==> src/rtl/unpopcount_pkg.sv <==
// ============================================================================
// unpopcount_pkg : shared types, default sizes and count clamping for the
//                  unpopcount generator. Honours UNPOPCOUNT_SATURATE_EN.
// Revision 1.0 - initial release
// ============================================================================
`default_nettype none

package unpopcount_pkg;

  localparam int DEF_WIDTH = 8;
  localparam int DEF_CNT_W = $clog2(DEF_WIDTH) + 1;

  typedef enum logic [1:0] {
    ST_IDLE  = 2'd0,
    ST_BUILD = 2'd1,
    ST_DONE  = 2'd2
  } state_t;

  // Out-of-range requests saturate to a full word, or collapse to zero when
  // they are reported through the error flag instead.
  function automatic int unsigned clamp_count(input int unsigned n, input int unsigned width);
`ifdef UNPOPCOUNT_SATURATE_EN
    return (n > width) ? width : n;
`else
    return (n > width) ? 32'd0 : n;
`endif
  endfunction

endpackage

`default_nettype wire

==> src/rtl/unpopcount_int8_if.sv <==
// ============================================================================
// unpopcount_int8_if : count-in / word-out valid-ready bundle.
// Revision 1.0 - initial release
// ============================================================================
`default_nettype none

interface unpopcount_int8_if #(
  parameter int WIDTH = 8,
  parameter int CNT_W = 4
);
  logic             in_valid;
  logic             in_ready;
  logic [CNT_W-1:0] in_count;
  logic             out_valid;
  logic             out_ready;
  logic [WIDTH-1:0] out_word;
  logic             out_err;

  modport master (
    output in_valid, in_count, out_ready,
    input  in_ready, out_valid, out_word, out_err
  );

  modport slave (
    input  in_valid, in_count, out_ready,
    output in_ready, out_valid, out_word, out_err
  );
endinterface

`default_nettype wire

==> src/rtl/unpopcount_int8_counter.sv <==
// ============================================================================
// counter_nbit_down : loadable down-counter that stops at zero, with a zero
//                     flag. Load has priority over decrement.
// Revision 1.0 - initial release
// ============================================================================
`default_nettype none

module counter_nbit_down #(
  parameter int W = 4
) (
  input  wire logic         clk,
  input  wire logic         rst_n,
  input  wire logic         i_load,
  input  wire logic [W-1:0] i_load_val,
  input  wire logic         i_dec,
  output logic              o_zero
);

  logic [W-1:0] r_count;

  always_ff @(posedge clk or negedge rst_n) begin
    if (!rst_n) begin
      r_count <= '0;
    end else if (i_load) begin
      r_count <= i_load_val;
    end else if (i_dec && (r_count != '0)) begin
      r_count <= r_count - 1'b1;
    end
  end

  assign o_zero = (r_count == '0);

endmodule

`default_nettype wire

==> src/rtl/unpopcount_int8.sv <==
// ============================================================================
// unpopcount_int8 : bit-serial thermometer generator producing a WIDTH-bit word
//                   with N set bits. Config macro: UNPOPCOUNT_SATURATE_EN.
// Revision 1.0 - initial release
// ============================================================================
`default_nettype none

module unpopcount_int8
  import unpopcount_pkg::*;
#(
  parameter int WIDTH    = DEF_WIDTH,
  parameter int CNT_W    = DEF_CNT_W,
  parameter int FILL_MSB = 0
) (
  input  wire logic         clk,
  input  wire logic         rst_n,
  unpopcount_int8_if.slave  bus
);

  localparam logic [CNT_W-1:0] C_LAST  = CNT_W'(WIDTH - 1);
  localparam logic [CNT_W-1:0] C_WIDTH = CNT_W'(WIDTH);

  state_t           r_state;
  logic [WIDTH-1:0] r_shreg;
  logic [CNT_W-1:0] r_bitcnt;
  logic             r_err;

  logic             w_accept;
  logic             w_building;
  logic             w_zero;
  logic             w_bit_in;
  logic             w_err_in;
  logic [CNT_W-1:0] w_load_val;
  logic [WIDTH-1:0] w_shreg_nxt;

  assign w_accept   = bus.in_valid && (r_state == ST_IDLE);
  assign w_building = (r_state == ST_BUILD);
  assign w_load_val = CNT_W'(clamp_count({{(32-CNT_W){1'b0}}, bus.in_count},
                                         32'(WIDTH)));
`ifdef UNPOPCOUNT_SATURATE_EN
  assign w_err_in   = 1'b0;
`else
  assign w_err_in   = (bus.in_count > C_WIDTH);
`endif

  counter_nbit_down #(
    .W (CNT_W)
  ) u_remaining (
    .clk        (clk),
    .rst_n      (rst_n),
    .i_load     (w_accept),
    .i_load_val (w_load_val),
    .i_dec      (w_building),
    .o_zero     (w_zero)
  );

  assign w_bit_in = !w_zero;

  // Both directions leave the first inserted bit at the fill end after WIDTH shifts.
  generate
    if (FILL_MSB != 0) begin : g_fill_msb
      assign w_shreg_nxt = {r_shreg[WIDTH-2:0], w_bit_in};
    end else begin : g_fill_lsb
      assign w_shreg_nxt = {w_bit_in, r_shreg[WIDTH-1:1]};
    end
  endgenerate

  always_ff @(posedge clk or negedge rst_n) begin
    if (!rst_n) begin
      r_state  <= ST_IDLE;
      r_shreg  <= '0;
      r_bitcnt <= '0;
      r_err    <= 1'b0;
    end else begin
      case (r_state)
        ST_IDLE: begin
          if (w_accept) begin
            r_shreg  <= '0;
            r_bitcnt <= '0;
            r_err    <= w_err_in;
            r_state  <= ST_BUILD;
          end
        end
        ST_BUILD: begin
          r_shreg  <= w_shreg_nxt;
          r_bitcnt <= r_bitcnt + 1'b1;
          if (r_bitcnt == C_LAST) begin
            r_state <= ST_DONE;
          end
        end
        ST_DONE: begin
          if (bus.out_ready) begin
            r_state <= ST_IDLE;
          end
        end
        default: r_state <= ST_IDLE;
      endcase
    end
  end

  assign bus.in_ready  = (r_state == ST_IDLE);
  assign bus.out_valid = (r_state == ST_DONE);
  assign bus.out_word  = r_shreg;
`ifdef UNPOPCOUNT_SATURATE_EN
  assign bus.out_err   = 1'b0;
`else
  assign bus.out_err   = r_err;
`endif

endmodule

`default_nettype wire

==> src/flat_wrapper.sv <==
// flat-port wrapper written by rule: the top's interface ports become plain ports
module unpopcount_int8_flat import unpopcount_pkg::*;
#(
  parameter int WIDTH    = DEF_WIDTH,
  parameter int CNT_W    = DEF_CNT_W,
  parameter int FILL_MSB = 0
)
  (clk, rst_n, bus_in_valid, bus_in_count, bus_out_ready, bus_in_ready, bus_out_valid, bus_out_word, bus_out_err);
  unpopcount_int8_if #(.WIDTH(WIDTH), .CNT_W(CNT_W)) bus_i ();
  input  wire logic clk;
  input  wire logic rst_n;
  input wire logic [$bits(bus_i.in_valid)-1:0] bus_in_valid;
  input wire logic [$bits(bus_i.in_count)-1:0] bus_in_count;
  input wire logic [$bits(bus_i.out_ready)-1:0] bus_out_ready;
  output wire logic [$bits(bus_i.in_ready)-1:0] bus_in_ready;
  output wire logic [$bits(bus_i.out_valid)-1:0] bus_out_valid;
  output wire logic [$bits(bus_i.out_word)-1:0] bus_out_word;
  output wire logic [$bits(bus_i.out_err)-1:0] bus_out_err;
  assign bus_i.in_valid = bus_in_valid;
  assign bus_i.in_count = bus_in_count;
  assign bus_i.out_ready = bus_out_ready;
  assign bus_in_ready = bus_i.in_ready;
  assign bus_out_valid = bus_i.out_valid;
  assign bus_out_word = bus_i.out_word;
  assign bus_out_err = bus_i.out_err;
  unpopcount_int8 #(.WIDTH(WIDTH), .CNT_W(CNT_W), .FILL_MSB(FILL_MSB)) u_core (.clk(clk), .rst_n(rst_n), .bus(bus_i));
endmodule
==> config.mk <==
export PLATFORM = sky130hd
export DESIGN_NAME = unpopcount_int8_flat
export DESIGN_NICKNAME = d
export VERILOG_FILES = /design/src/rtl/unpopcount_pkg.sv /design/src/rtl/unpopcount_int8_if.sv /design/src/rtl/unpopcount_int8_counter.sv /design/src/rtl/unpopcount_int8.sv /design/src/flat_wrapper.sv
export SDC_FILE = /design/constraint.sdc
export NUM_CORES = 1
export LEC_CHECK = 0
export ABC_AREA = 1
export ABC_CLOCK_PERIOD_IN_PS = 1600
export BUFFER_PORTS_ARGS = -buffer_cell sky130_fd_sc_hd__buf_2
export CAP_MARGIN = 25
export CORE_UTILIZATION = 55
export CTS_BUF_LIST = sky130_fd_sc_hd__clkbuf_8
export DETAILED_ROUTE_END_ITERATION = 6
export MAX_ROUTING_LAYER = met4
export PLACE_DENSITY = 0.9
export SLEW_MARGIN = 15
export SYNTH_ARGS = -nofsm -noshare
export SYNTH_HDL_FRONTEND = slang
export SYNTH_HIERARCHICAL = 1
export SYNTH_SLANG_ARGS = --single-unit
export TNS_END_PERCENT = 5
==> constraint.sdc <==
create_clock -name clk -period 1.6 [get_ports clk]
set_input_delay 0.16 -clock clk [delete_from_list [all_inputs] [get_ports clk]]
set_output_delay 0.16 -clock clk [all_outputs]
set_load 0.01 [all_outputs]
==> metrics.cfg <==
[outcome]
status=completed

[timing]
relSlewSlack_pct=71.5
finalWorstPathRequiredPeriod_ps=1390
worst_slew_pin_slew_ps=428
hold_violations=0
fin_worst_skew_ps=3.85
setup_viol=0
rsz0062_at_grt=no
fmax_mhz=721
setup_tns_ps=0
report.final.slew_viol_count=0
fin_crit_sh_pct=86.7

[worst_setup_path]
endpoint_kind=flop
critPathSlowestCell=dfrtp_1
cpPeakStageDelay_ps=450
cp_max_fo=9
arrival_ps=1530
required_ps=1750
startpoint_type=flop
critPathMostFrequentCell=nand2_1
path_cells=nor2_4 > nand2_4 > inv_1 > inv_2 > nand3b_1 > nand2_1 > clkinv_1 > nand2_1
critPathKind=flop to flop

[power_and_ir_drop]
power.density_nw_per_um2=2050
p_sw_share_pct=44.5
ir_drop_mv=1.10
clkPwrFrac_pct=13.6
p_switching_uw=1070
p_seq_share_pct=36.4
finalPower_uw=2400
power.leakage_uw=0.000671
cellInternalPower_uw=1340
combPwrFrac_pct=50.1

[finish]
nets=159
ff_latch_area_sq_um=475
final_util_pct=67.8
drive_above_1_share_pct=23.0
final_cells=173
multi_input_area_sq_um=412
antenna_cells=0
fillers=147
syn2layout_area_growth_pct=16.6

[detailed_routing]
dr.pass1.iters=4
ant_nets=0
vias_per_cell=5.11
drt-total-wl_um=1930
drc=0
vias=884
post_drt_wl_per_cell_um=11.1
drt-initial-drc-count=16

[yosys]
ys_types=21
syn_inst=126
synth_nets=136
ys_seq_area_share_pct=47.4
synth_area_leaders=dfrtp_1 (47%), nand2_1 (13%), inv_1 (9.0%), o22ai_1 (5.0%), nand2_4 (4.5%)
synth-seq-cells=19
synth_area_sq_um=1000
yosys_warnings=6
synth_top_area_cell=dfrtp_1
synth.avg_cell_area_sq_um=7.96
synth_top_area_share_pct=47.4

[clocking]
cts.path.max_buffers=2
cts_tree=built
clkTransAtPathRegs_ps=70
cts_root_buffer=clkbuf_8
clock_latency_ps=250
numCtsBuffers=3
cts_sinks=19
htree_levels=1

[grt]
grt_max_degree=20
grt_usage_pct=23.0
grt_pass1_vias=779
gr-total-overflow=0
grt_first_pass_wirelength_um=3170
grt_antenna_before_repair=0

[place]
dp_hpwl_um=1450
portBuffers=18
dp_cells=168
place_congestion=0.821

[floorplan]
num_io_pins=19
die_w_um=44.7
dieArea_sq_um=2000
start_util_pct=58.1
rows=15
dieHeight_um=44.7
coreArea_sq_um=1730

[hold_path]
hp-class=input port to flop

[run]
cap_violations=0

## repair_timing
action | 4_1_cts | 5_1_grt
buffers inserted | 0 | 0
hold buffers | 1 | 0
resized for setup | 0 | 0
hold endpoints to repair | 19 | 0
## cell families after synthesis
group	Yosys count	share of synthesized area, %
flops	19	47.4
buf+inv	29	11.6
compound gates	15	8.98
fa+ha+maj	2	2.49
simple gates	61	29.6
## layer usage
metal | track usage, % | part of all wire (%)
met2 | 37.6 | 51
met4 | 10.9 | 1.9
met5 | - | 0
met1 | 27.6 | 43
met3 | 4.00 | 4.9
## critical path, delay by kind of cell, from the launching register on
kind / cells / cell delay (ps)
simple gates: 5 / 460
buf+inv: 3 / 360
flops: 1 / 450
## layout make-up
class | instances | area share, %
clock buffer | 3 | 3.53
clock inverter | 1 | 0.428
tap | 25 | 2.67
timing repair buffer | 19 | 8.56
sequential | 19 | 40.6
inverter | 28 | 8.98
multi-input combinational | 78 | 35.2
## state kept, by name, summed over array words and instances, names as in the netlist
register                    cells
u_core/r_bitcnt                 4
u_core/r_state                  2
u_core/bus.out_word             8
u_core/bus.out_err              1
u_core/u_remaining/r_count      4
## synthesized netlist by cell type
master    instances
nand2_1          34
inv_1            24
dfrtp_1          19
nor2_1            8
o22ai_1           8
nand3_1           6
nand2_4           4
inv_2             3
nand4_1           3
a21oi_1           2
ha_1              2
nand2_2           2
nand3b_1          2
o21ai_0           2
a31oi_1           1
buf_6             1
clkinv_1          1
nor2_2            1
nor2_4            1
o21ai_1           1
o21ai_2           1
## final timing paths
check	startpoint	endpoint	slack, ps	cells after the start
max	u_core/r_state[0]$_DFFE_PN0P_	u_core/u_remaining/r_count[3]$_DFFE_PN0P_	210	8
min reg2reg	u_core/bus.out_err$_DFFE_PN0P_	u_core/bus.out_err$_DFFE_PN0P_	500	2
max in group asynchronous	rst_n	u_core/bus.out_word[2]$_DFFE_PN0P_	930	2
max reg2reg	u_core/r_state[0]$_DFFE_PN0P_	u_core/u_remaining/r_count[3]$_DFFE_PN0P_	210	8
min in group asynchronous	rst_n	u_core/bus.out_word[0]$_DFFE_PN0P_	380	2
min	bus_out_ready	u_core/r_state[1]$_DFFE_PN0P_	180	4
## power by group through the flow
stage	Sequential (uW)	Combinational, uW	Clock (uW)
2_1_floorplan	905	866	0
3_3_place_gp	868	1120	0
3_5_place_dp	880	1190	0
4_1_cts	873	1200	336
5_1_grt	903	1350	359
6_report	874	1200	326
## placed cells by master, fill, tap and decap left out, types with 2 or more instances in the layout
cell type   n
a21oi_1     2
buf_2      18
clkbuf_8    3
dfrtp_1    19
ha_1        2
inv_1      24
inv_2       3
nand2_1    34
nand2_2     2
nand2_4     4
nand3_1     6
nand3b_1    2
nand4_1     3
nor2_1      8
o21ai_0     2
o22ai_1     8
## through the flow
| step | setup slack, ps | area, sq um | hold WS (ps) |
|---|---|---|---|
| floorplan | 312 | 1000 | -136 |
| global placement | 305 | 1110 | 114 |
| detailed placement | 233 | 1110 | 124 |
| CTS | 224 | 1170 | 173 |
| global route | 107 | 1170 | 191 |
| finish | 213 | 1170 | 176 |
Power figures use the tool's default switching activity.
